## src/rtl/text_buffer_sequencer_if.sv

```systemverilog
// String-source handshake and character-RAM write bus of the text buffer sequencer.
// master = string source / RAM side, slave = sequencer.
interface text_buffer_sequencer_if #(
  parameter int NUM_CHAR = 13,
  parameter int AW       = 4
);
  logic [NUM_CHAR*8-1:0] i_characters;
  logic                  i_str_valid;
  logic                  o_str_ready;
  logic                  o_wr_en;
  logic [AW-1:0]         o_wr_addr;
  logic [7:0]            o_wr_data;

  modport master (
    output i_characters, i_str_valid,
    input  o_str_ready, o_wr_en, o_wr_addr, o_wr_data
  );

  modport slave (
    input  i_characters, i_str_valid,
    output o_str_ready, o_wr_en, o_wr_addr, o_wr_data
  );
endinterface

```

## src/rtl/text_buffer_sequencer.sv

```systemverilog
// Writes a packed string into the text-overlay char RAM, one cell per clock,
// optionally deferred to a frame boundary; reads are gated until the buffer is whole.
module text_buffer_sequencer #(
  parameter int         COLUMNS       = 7,
  parameter int         ROWS          = 2,
  parameter int         NUM_CHAR      = 13,
  parameter int         SYNC_TO_FRAME = 1,
  parameter logic [7:0] PAD_CHAR      = 8'h20
) (
  input  logic                     i_clk,
  input  logic                     i_reset_n,
  text_buffer_sequencer_if.slave   bus,
  input  logic                     i_nf,
  input  logic                     i_rd_req,
  output logic                     o_rd_en,
  output logic                     o_wr_completed
);
  localparam int DEPTH = ROWS * COLUMNS;
  localparam int AW    = (DEPTH > 1) ? $clog2(DEPTH) : 1;

  typedef enum logic [1:0] {ST_CLEAR, ST_IDLE, ST_WAIT_FRAME, ST_WRITE} state_t;

  state_t                  state_q, state_d;
  logic [AW-1:0]           cnt_q, cnt_d;
  logic [DEPTH-1:0][7:0]   str_q, str_d;
  logic                    wr_en_q, wr_en_d;
  logic [AW-1:0]           wr_addr_q, wr_addr_d;
  logic [7:0]              wr_data_q, wr_data_d;
  logic                    ready_q, ready_d;
  logic                    done_q, done_d;
  logic                    hs, last;

  assign hs   = bus.i_str_valid & ready_q;
  assign last = (cnt_q == AW'(DEPTH - 1));

  always_ff @(posedge i_clk) begin
    if (!i_reset_n) begin
      state_q   <= ST_CLEAR;
      cnt_q     <= '0;
      str_q     <= {DEPTH{PAD_CHAR}};
      wr_en_q   <= 1'b0;
      wr_addr_q <= '0;
      wr_data_q <= '0;
      ready_q   <= 1'b0;
      done_q    <= 1'b0;
    end else begin
      state_q   <= state_d;
      cnt_q     <= cnt_d;
      str_q     <= str_d;
      wr_en_q   <= wr_en_d;
      wr_addr_q <= wr_addr_d;
      wr_data_q <= wr_data_d;
      ready_q   <= ready_d;
      done_q    <= done_d;
    end
  end

  // An i_nf coincident with the handshake is never seen: it is sampled in IDLE.
  always_comb begin
    state_d = state_q;
    case (state_q)
      ST_CLEAR:      if (last) state_d = ST_IDLE;
      ST_IDLE:       if (hs)   state_d = (SYNC_TO_FRAME != 0) ? ST_WAIT_FRAME : ST_WRITE;
      ST_WAIT_FRAME: if (i_nf) state_d = ST_WRITE;
      ST_WRITE:      if (last) state_d = ST_IDLE;
      default:       state_d = ST_CLEAR;
    endcase
  end

  always_comb begin
    cnt_d     = '0;
    str_d     = str_q;
    wr_en_d   = 1'b0;
    wr_addr_d = '0;
    wr_data_d = '0;
    ready_d   = 1'b0;
    done_d    = 1'b0;
    case (state_q)
      ST_CLEAR: begin
        wr_en_d   = 1'b1;
        wr_addr_d = cnt_q;
        wr_data_d = PAD_CHAR;
        cnt_d     = last ? '0 : cnt_q + AW'(1);
      end
      ST_IDLE: begin
        ready_d = ~hs;
        done_d  = ~hs;
        // Latch already padded so WRITE is a plain indexed read.
        if (hs) begin
          str_d = {DEPTH{PAD_CHAR}};
          for (int i = 0; i < NUM_CHAR; i++)
            if (bus.i_characters[(NUM_CHAR-1-i)*8 +: 8] != 8'h00)
              str_d[i] = bus.i_characters[(NUM_CHAR-1-i)*8 +: 8];
        end
      end
      ST_WRITE: begin
        wr_en_d   = 1'b1;
        wr_addr_d = cnt_q;
        wr_data_d = str_q[cnt_q];
        cnt_d     = last ? '0 : cnt_q + AW'(1);
      end
      default: ;
    endcase
  end

  assign bus.o_str_ready = ready_q;
  assign bus.o_wr_en     = wr_en_q;
  assign bus.o_wr_addr   = wr_addr_q;
  assign bus.o_wr_data   = wr_data_q;
  assign o_wr_completed  = done_q;
  assign o_rd_en         = i_rd_req & done_q;
endmodule

```

## src/flat_wrapper.sv

```systemverilog
// flat-port wrapper written by rule: the top's interface ports become plain ports
module text_buffer_sequencer_flat 
#(
  parameter int         COLUMNS       = 7,
  parameter int         ROWS          = 2,
  parameter int         NUM_CHAR      = 13,
  parameter int         SYNC_TO_FRAME = 1,
  parameter logic [7:0] PAD_CHAR      = 8'h20
)
  (i_clk, i_reset_n, i_nf, i_rd_req, o_rd_en, o_wr_completed, bus_i_characters, bus_i_str_valid, bus_o_str_ready, bus_o_wr_en, bus_o_wr_addr, bus_o_wr_data);
  text_buffer_sequencer_if #(.NUM_CHAR(NUM_CHAR), .AW(4)) bus_i ();
  input  logic i_clk;
  input  logic i_reset_n;
  input  logic i_nf;
  input  logic i_rd_req;
  output logic o_rd_en;
  output logic o_wr_completed;
  input wire logic [$bits(bus_i.i_characters)-1:0] bus_i_characters;
  input wire logic [$bits(bus_i.i_str_valid)-1:0] bus_i_str_valid;
  output wire logic [$bits(bus_i.o_str_ready)-1:0] bus_o_str_ready;
  output wire logic [$bits(bus_i.o_wr_en)-1:0] bus_o_wr_en;
  output wire logic [$bits(bus_i.o_wr_addr)-1:0] bus_o_wr_addr;
  output wire logic [$bits(bus_i.o_wr_data)-1:0] bus_o_wr_data;
  assign bus_i.i_characters = bus_i_characters;
  assign bus_i.i_str_valid = bus_i_str_valid;
  assign bus_o_str_ready = bus_i.o_str_ready;
  assign bus_o_wr_en = bus_i.o_wr_en;
  assign bus_o_wr_addr = bus_i.o_wr_addr;
  assign bus_o_wr_data = bus_i.o_wr_data;
  text_buffer_sequencer #(.COLUMNS(COLUMNS), .ROWS(ROWS), .NUM_CHAR(NUM_CHAR), .SYNC_TO_FRAME(SYNC_TO_FRAME), .PAD_CHAR(PAD_CHAR)) u_core (.i_clk(i_clk), .i_reset_n(i_reset_n), .bus(bus_i), .i_nf(i_nf), .i_rd_req(i_rd_req), .o_rd_en(o_rd_en), .o_wr_completed(o_wr_completed));
endmodule
```

## config.mk

```make
export PLATFORM = sky130hd
export DESIGN_NAME = text_buffer_sequencer_flat
export DESIGN_NICKNAME = d
export VERILOG_FILES = /design/src/rtl/text_buffer_sequencer_if.sv /design/src/rtl/text_buffer_sequencer.sv /design/src/flat_wrapper.sv
export SDC_FILE = /design/constraint.sdc
export NUM_CORES = 1
export LEC_CHECK = 0
export ABC_AREA = 0
export CORE_MARGIN = 4
export CORE_UTILIZATION = 40
export DETAILED_ROUTE_END_ITERATION = 8
export HOLD_SLACK_MARGIN = 0.08
export PLACE_DENSITY = 0.74
export SETUP_SLACK_MARGIN = 0.2
export SYNTH_ARGS = -nofsm -noshare
export SYNTH_HDL_FRONTEND = slang
export SYNTH_SLANG_ARGS = --single-unit
```

## constraint.sdc

```tcl
create_clock -name i_clk -period 2.22 [get_ports i_clk]
set_input_delay 0.444 -clock i_clk [delete_from_list [all_inputs] [get_ports i_clk]]
set_output_delay 0.444 -clock i_clk [all_outputs]
set_load 0.02 [all_outputs]
```

==> impl_metrics.csv, run 1 <==
group,metric,value,unit
placed_design,portBuffers,124,
timing,rsz0062_at_grt,"no",
clock_network,cts_root_buf,"sky130_fd_sc_hd__clkbuf_16",
timing,layout_min_cycle_time,1.901,ns
drt,via_count,4769,
min_path,worst_hold_path_type,"input pin to flip-flop",
timing,setup_viol_count_final,0,
clock_network,cts.clk_slew.worst_paths,0.05,ns
drt,routed_wl,14940,um
min_path,hp-start,"i_reset_n",
timing,skew,0.007115,ns
finish,final_cell_area,0.007475,sq mm
worst_setup_path,worst_setup_path_start_kind,"flip-flop",
worst_setup_path,critical_path.reg2reg.startpoint,"u_core.state_q[0]$_SDFFE_PN0P_",
synthesis,syn-num-nets,726,
run_status,outcome,"complete, no violations",
clock_network,h-tree-depth,4,
power,finalPower,0.005918,W
drt,remaining_drc_errors,0,
die,design.portCount,125,
worst_setup_path,worstReg2RegEnd,"u_core.bus.o_wr_data[4]$_SDFF_PN0_",
clock_network,post_cts_resize_count,2,
grt,antenna_found_initial,0,
drt,drt-initial-drc-count,318,
drt,antenna_violating_nets_post_route,0,
worst_setup_path,crit_fanout,8,
placed_design,placed_cells,877,
timing,max-slew-margin-rel,0.4076,
synthesis,yosys_warnings,0,
die,die_width,124.7,um
grt,grt_start_max_net_pins,109,
synthesis,synth_largest_area_cell,"sky130_fd_sc_hd__dfxtp_1",
die,design.core.area,0.01330,sq mm
finish,number_of_standard_cells_in_the_layout_taps_in_and_fillers_out,909,
synthesis,synth.top_cell.area_share,0.4558,
drt,first_pass_iters,5,
grt,groute.usage.overall,0.1937,
min_path,hold_depth,3,
power,ir_drop_worst_vdd,505.6,uV
finish,antennaDiodeCount,0,
synthesis,seq_area_frac_synth,0.4558,
job,max_cap_violations,0,
clock_network,clock_sink_count,124,
placed_design,dp_hpwl,10940,um
synthesis,netlist_instances,611,
timing,timing_hold_violations_final,0,
worst_setup_path,critPathCaptureType,"flip-flop",
grt,grtUsageMet3,0.05189,
die,floorplan.initialDensity,0.4097,
finish,final_core_util,0.5622,
clock_network,insertion_delay,0.41,ns
worst_setup_path,regToRegSetupSlack,0.32,ns
finish,drive_above_1_share,0.09959,
grt,use_met2,0.3212,
synthesis,post_synth.cell_area_avg,8.914,sq um
synthesis,post_synth_main_area_contributors,"sky130_fd_sc_hd__dfxtp_1 (46%), sky130_fd_sc_hd__nand2_1 (14%), sky130_fd_sc_hd__a21boi_0 (14%)",
grt,gr-max-usage-layer,"met2",
worst_setup_path,path_class,"flip-flop to flip-flop",
grt,grt.met1_usage,0.2420,
timing,post-route-period-util,0.8562,
power,power_density,791.8,mW/mm^2
grt,globalRouteOverflowTotal,0,
finish,syn_to_final_growth,37.24,%
placed_design,placement.cell_area,0.006834,sq mm
synthesis,yosys_register_bits,124,
drt,via_per_inst,5.246,
clock_network,cts_hold_buf,0,
worst_setup_path,critPathArrivalTime,2.18,ns
worst_setup_path,worst_path_dominant_cell_family,"simple AND/OR/NAND/NOR gates",
synthesis,synthesis.area,0.005446,sq mm
timing,setup-tns-final,0,ns
worst_setup_path,crit_slowest_cell,"sky130_fd_sc_hd__dfxtp_1",
drt,post_drt_wl_per_cell,16.44,um
die,die-height,124.7,um
worst_setup_path,worst_ep_required_time,2.50,ns
worst_setup_path,max_stage_delay,0.38,ns
worst_setup_path,worstPathCellList,"inv_1, ha_1, nand2b_1, inv_1, nand2_1, a211oi_1",
clock_network,clock_tree_from_tritoncts,"yes",
min_path,worst_hold_path.endpoint,"u_core.cnt_q[2]$_SDFF_PP0_",
finish,number_of_nets_in_the_finished_design,835,
timing,report.final.slew_viol_count,0,
worst_setup_path,timing.critical_path.mode_cell,"sky130_fd_sc_hd__inv_1",
grt,first_pass_grt_wire_length,24050,um
power,static-leakage-power,2.562,nW
grt,grt_pass1_vias,4798,
worst_setup_path,worstRegToRegCells,6,
timing,tightestPinTransition,0.8886,ns
clock_network,post-cts-setup-buffer-count,0,
placed_design,place.gp.congestion,0.9011,
die,die_area,0.01555,sq mm
finish,nFillCells,1167,
worst_setup_path,worstPathBufferInverterCount,2,
timing,fmax,526.1,MHz
die,rows,42,
synthesis,synth.distinct_cells,34,
clock_network,ctsLongestPathBuffers,2,
clock_network,cts_made_buffers,17,
kinds of logic after synthesis:
| family | synth area share |
|---|---|
| buffers and inverters | 0.04020 |
| and+or+nand+nor | 0.1904 |
| DFF | 0.4558 |
| adders and majority gates | 0.01378 |
| muxes | 0.1011 |
| AOI/OAI and AO/OA | 0.1987 |
how the worst max path moves through the flow:
| stage | startpoint | slack (ns) | endpoint | depth (start not counted) |
|---|---|---|---|---|
| 2_1_floorplan | u_core.cnt_q[0]$_SDFF_PP0_ | 0.57 | u_core.bus.o_wr_data[5]$_SDFF_PN0_ | 4 |
| 3_3_place_gp | i_rd_req | 0.16 | o_rd_en | 3 |
| 3_5_place_dp | i_rd_req | 0.16 | o_rd_en | 3 |
| 4_1_cts | u_core.state_q[0]$_SDFFE_PN0P_ | 0.30 | u_core.bus.o_wr_data[7]$_SDFF_PN0_ | 6 |
| 5_1_grt | u_core.state_q[1]$_SDFFE_PN0P_ | 0.24 | u_core.bus.o_wr_data[4]$_SDFF_PN0_ | 6 |
| 6_report | u_core.state_q[0]$_SDFFE_PN0P_ | 0.32 | u_core.bus.o_wr_data[4]$_SDFF_PN0_ | 6 |
placed cells by master, fill, tap and decap left out, drive strengths merged, types with 2 or more instances in the layout:
cell / count
nand2: 207
dfxtp: 124
clkdlybuf4s50: 122
a21boi: 98
mux4: 23
clkbuf: 21
a21oi: 17
nor4: 13
nor3: 13
o211ai: 13
buf: 11
o22ai: 7
a211oi: 7
clkinv: 7
nor2: 6
ha: 6
inv: 5
and2: 4
bufinv: 4
nand3: 4
nand2b: 3
mux2: 2
a31oi: 2
o21ai: 2
and3: 2
synthesized netlist by cell type:
| library cell | n |
|---|---|
| sky130_fd_sc_hd__a211o_1 | 1 |
| sky130_fd_sc_hd__a211oi_1 | 7 |
| sky130_fd_sc_hd__a21boi_0 | 98 |
| sky130_fd_sc_hd__a21oi_1 | 17 |
| sky130_fd_sc_hd__a221oi_1 | 1 |
| sky130_fd_sc_hd__a22o_1 | 1 |
| sky130_fd_sc_hd__a31oi_1 | 2 |
| sky130_fd_sc_hd__and2_1 | 4 |
| sky130_fd_sc_hd__and3_1 | 2 |
| sky130_fd_sc_hd__buf_1 | 3 |
| sky130_fd_sc_hd__buf_2 | 10 |
| sky130_fd_sc_hd__buf_4 | 3 |
| sky130_fd_sc_hd__buf_6 | 1 |
| sky130_fd_sc_hd__clkbuf_1 | 27 |
| sky130_fd_sc_hd__clkinv_1 | 1 |
| sky130_fd_sc_hd__dfxtp_1 | 124 |
| sky130_fd_sc_hd__ha_1 | 6 |
| sky130_fd_sc_hd__inv_1 | 5 |
| sky130_fd_sc_hd__mux2_2 | 2 |
| sky130_fd_sc_hd__mux2i_1 | 1 |
| sky130_fd_sc_hd__mux4_2 | 23 |
| sky130_fd_sc_hd__nand2_1 | 207 |
| sky130_fd_sc_hd__nand2b_1 | 3 |
| sky130_fd_sc_hd__nand3_1 | 4 |
| sky130_fd_sc_hd__nand4b_1 | 1 |
| sky130_fd_sc_hd__nor2_1 | 6 |
| sky130_fd_sc_hd__nor3_1 | 13 |
| sky130_fd_sc_hd__nor4_1 | 13 |
| sky130_fd_sc_hd__o211a_1 | 1 |
| sky130_fd_sc_hd__o211ai_1 | 13 |
| sky130_fd_sc_hd__o21ai_0 | 2 |
| sky130_fd_sc_hd__o221ai_1 | 1 |
| sky130_fd_sc_hd__o22ai_1 | 7 |
| sky130_fd_sc_hd__or2_2 | 1 |
layout make-up:
type,instances,area [sq um],share of cell area
flip-flops and latches,124,2485,0.3324
clock buffers,21,470.5,0.06294
multi-input cells,437,2764,0.3698
inverters,6,22.52,0.003013
repair buffers,134,1348,0.1803
clock inverters,11,165.2,0.02210
well taps,176,220.2,0.02946
flip-flops by register name (all words and copies together) (netlist names):
name / count
u_core.cnt_q: 4
u_core.bus.o_wr_en: 1
u_core.state_q: 2
u_core.str_q: 104
u_core.bus.o_str_ready: 1
u_core.bus.o_wr_data: 8
u_core.bus.o_wr_addr: 4
routing by layer:
| metal | up-vias | wire length (um) | share of wire |
|---|---|---|---|
| li1 | 2340 | - | - |
| met5 | - | 0 | 0 |
| met1 | 2263 | 6468 | 0.43 |
| met3 | 19 | 834 | 0.056 |
| met4 | 0 | 270 | 0.018 |
| met2 | 147 | 7366 | 0.49 |
where the power goes:
part           internal (W)  total (W)  leakage, nW  switching (W)
Clock               0.00196    0.00292        0.313       0.000959
Sequential          0.00226    0.00230         1.00      0.0000336
Combinational      0.000373   0.000700         1.25       0.000327
worst register-to-register path: stages (launching register included):
cell and delay (ns):
sky130_fd_sc_hd__dfxtp_1 0.38, sky130_fd_sc_hd__inv_1 0.08, sky130_fd_sc_hd__ha_1 0.33, sky130_fd_sc_hd__nand2b_1 0.22, sky130_fd_sc_hd__inv_1 0.16, sky130_fd_sc_hd__nand2_1 0.22, sky130_fd_sc_hd__a211oi_1 0.37
stage by stage:
stage / setup WS [ns] / hold slack, ns
5_1_grt: 0.2432 / 0.4189
3_3_place_gp: 0.1605 / 0.4516
6_report: 0.3193 / 0.4118
4_1_cts: 0.3041 / 0.4059
2_1_floorplan: 0.5715 / 0.4402
3_5_place_dp: 0.1608 / 0.4572
(Power assumes the default switching activity.)
==> run 2: changes to the inputs <==
--- a/config.mk
+++ b/config.mk
@@ -8,6 +8,7 @@
 export ABC_AREA = 0
 export CORE_MARGIN = 4
 export CORE_UTILIZATION = 40
+export CTS_BUF_LIST = sky130_fd_sc_hd__clkbuf_4
 export DETAILED_ROUTE_END_ITERATION = 8
 export HOLD_SLACK_MARGIN = 0.08
 export PLACE_DENSITY = 0.74
==> constraint.sdc (replaced) <==
create_clock -name i_clk -period 2.1 [get_ports i_clk]
set_input_delay 0.42 -clock i_clk [delete_from_list [all_inputs] [get_ports i_clk]]
set_output_delay 0.42 -clock i_clk [all_outputs]
set_load 0.02 [all_outputs]
==> run 2 against run 1 <==
Effect of this change:
- non-clock buffer count is the same
- largest cell class unchanged
- sequential cell count is the same
- critical path depth shrank 2
- core utilization shrank 2.2 points
- sequential power grew 6%
- design area shrank 4.0%
- power shrank 20%
- maximum frequency grew 4.1%
- global-route usage shrank 0.26 points
- first-iteration DRC count grew 24%
- die area is the same
- clock skew grew 0.0086 ns
==> impl_metrics.csv, run 2 (synthesis gave the netlist of run 1 again) <==
group,metric,value,unit
worst_setup_path,critPathArrivalTime,2.21,ns
drt,routed_wl,14790,um
finish,drive_above_1_share,0.1023,
power,p_int,0.003499,W
power,power.net_switching,0.001232,W
finish,max_flop_register,"u_core.str_q",
placed_design,place.gp.congestion,0.9089,
timing,fmax,547.7,MHz
die,rows,42,
worst_setup_path,critical_path.reg2reg.startpoint,"u_core.cnt_q[0]$_SDFF_PP0_",
clock_network,post-cts-setup-buffer-count,0,
finish,syn_to_final_growth,31.82,%
power,static-leakage-power,2.540,nW
clock_network,insertion_delay,0.50,ns
die,die_width,124.7,um
worst_setup_path,crit_end,"u_core.bus.o_wr_data[6]$_SDFF_PN0_",
timing,timing_hold_violations_final,0,
worst_setup_path,worstReg2RegEnd,"u_core.bus.o_wr_data[6]$_SDFF_PN0_",
placed_design,portBuffers,124,
timing,layout_min_cycle_time,1.826,ns
timing,max-slew-margin-rel,0.6696,
grt,globalRouteOverflowTotal,0,
drt,drt-initial-drc-count,393,
grt,grt_start_max_net_pins,109,
placed_design,placement.cell_area,0.006872,sq mm
worst_setup_path,worstPathCellList,"buf_4, mux4_2, o22ai_1, a211oi_2",
timing,post-route-period-util,0.8694,
power,power_density,658.9,mW/mm^2
finish,final_cell_area,0.007179,sq mm
worst_setup_path,crit_start,"u_core.cnt_q[0]$_SDFF_PP0_",
die,die-height,124.7,um
clock_network,h-tree-depth,4,
die,floorplan.initialDensity,0.4097,
min_path,worst_hold_path_type,"input pin to flip-flop",
finish,final_core_util,0.5400,
timing,setup-tns-final,0,ns
clock_network,cts_made_buffers,17,
worst_setup_path,worst_path_dominant_cell_family,"multiplexers",
finish,largest_register_ff_count,104,
placed_design,pre_cts_ws,0.08834,ns
worst_setup_path,max_stage_delay,0.56,ns
clock_network,cts.clk_slew.worst_paths,0.11,ns
worst_setup_path,path_class,"flip-flop to flip-flop",
worst_setup_path,worst_setup_path_start_kind,"flip-flop",
power,p_clk_frac,0.330,
power,swShare,0.2604,
timing,report.final.slew_viol_count,0,
clock_network,cts_root_buf,"sky130_fd_sc_hd__clkbuf_4",
timing,tightestPinTransition,0.4950,ns
worst_setup_path,worstRegToRegCells,4,
grt,groute.usage.overall,0.1911,
grt,grt_pass1_vias,4777,
clock_network,clock_sink_count,124,
worst_setup_path,critPathCaptureType,"flip-flop",
run_status,outcome,"complete, no violations",
drt,antenna_violating_nets_post_route,0,
worst_setup_path,crit_slowest_cell,"sky130_fd_sc_hd__mux4_2",
power,ir_drop_worst_vdd,351.1,uV
grt,antenna_found_initial,1,
drt,remaining_drc_errors,0,
timing,setup_slack,0.2743,ns
timing,skew,0.01569,ns
clock_network,clock_tree_from_tritoncts,"yes",
die,die_area,0.01555,sq mm
finish,nFillCells,1221,
finish,mostFrequentLayoutCells,"sky130_fd_sc_hd__nand2_1 (206), sky130_fd_sc_hd__dfxtp_1 (122), sky130_fd_sc_hd__clkdlybuf4s50_1 (107)",
timing,rsz0062_at_grt,"yes",
drt,post_drt_wl_per_cell,16.25,um
die,design.portCount,125,
die,design.core.area,0.01330,sq mm
timing,setup_viol_count_final,0,
clock_network,ctsLongestPathBuffers,2,
placed_design,dp_hpwl,11270,um
finish,layout.cells.most_common,"sky130_fd_sc_hd__nand2_1",
worst_setup_path,crit_fanout,10,
timing,final.hold.worst_slack,0.3183,ns
finish,number_of_nets_in_the_finished_design,835,
grt,first_pass_grt_wire_length,23960,um
worst_setup_path,worstPathBufferInverterCount,1,
drt,via_per_inst,5.280,
power,sequential_share_of_power,0.514,
power,combPwrFrac,0.155,
worst_setup_path,regToRegSetupSlack,0.27,ns
worst_setup_path,worst-path-stages,4,
job,max_cap_violations,0,
worst_setup_path,worst_ep_required_time,2.49,ns
drt,via_count,4805,
drt,first_pass_iters,7,
==> run 2: worst min-delay path by stage <==
stage	startpoint	end	cells after the start
6_report	i_reset_n	u_core.cnt_q[3]$_SDFF_PP0_	3
5_1_grt	i_reset_n	u_core.cnt_q[3]$_SDFF_PP0_	3
3_3_place_gp	u_core.str_q[39]$_SDFFE_PN0P_	u_core.str_q[39]$_SDFFE_PN0P_	2
3_5_place_dp	u_core.str_q[50]$_SDFFE_PN0P_	u_core.str_q[50]$_SDFFE_PN0P_	2
2_1_floorplan	u_core.str_q[16]$_SDFFE_PN0P_	u_core.str_q[16]$_SDFFE_PN0P_	2
4_1_cts	i_reset_n	u_core.cnt_q[3]$_SDFF_PP0_	3
==> run 2: power groups by stage <==
stage / clock [W] / combinational (W) / sequential, W
6_report: 0.00156 / 0.000735 / 0.00243
5_1_grt: 0.00170 / 0.000790 / 0.00244
4_1_cts: 0.00159 / 0.000729 / 0.00244
3_5_place_dp: 0 / 0.000732 / 0.00249
3_3_place_gp: 0 / 0.000719 / 0.00249
2_1_floorplan: 0 / 0.000366 / 0.00248
==> run 2: tightest hold or removal path, stage by stage <==
cell,delay (ns)
sky130_fd_sc_hd__buf_2,0.13
sky130_fd_sc_hd__nand2b_1,0.18
sky130_fd_sc_hd__a21oi_1,0.06
==> run 2: layout make-up <==
cell class / instances / area [sq um] / area share
clock buffers: 19 / 142.6 / 0.01987
diodes: 1 / 2.502 / 0.0003486
well taps: 176 / 220.2 / 0.03067
repair buffers: 134 / 1398 / 0.1947
inverters: 6 / 22.52 / 0.003137
clock inverters: 13 / 126.4 / 0.01760
flip-flops and latches: 124 / 2485 / 0.3461
multi-input cells: 437 / 2783 / 0.3876
==> run 2: per-layer routing <==
metal	wire [um]	vias to the layer above	GRT usage
li1	-	2342	-
met1	6457	2251	0.2417
met2	7139	182	0.3168
met3	845	30	0.04460
met4	346	0	0.07286
met5	0	-	0
==> run 2: through the flow <==
stage	total power, W	instances
2_1_floorplan	0.002850	611
3_3_place_gp	0.003204	877
3_5_place_dp	0.003222	877
4_1_cts	0.004757	909
5_1_grt	0.004931	910
6_report	0.004730	910
==> run 2: repair_timing <==
item                                    CTS  global route
endpoints found under the hold margin     0             0
resized for setup                        10            15
hold buffers                              0             0
endpoints found under the setup margin    9            18
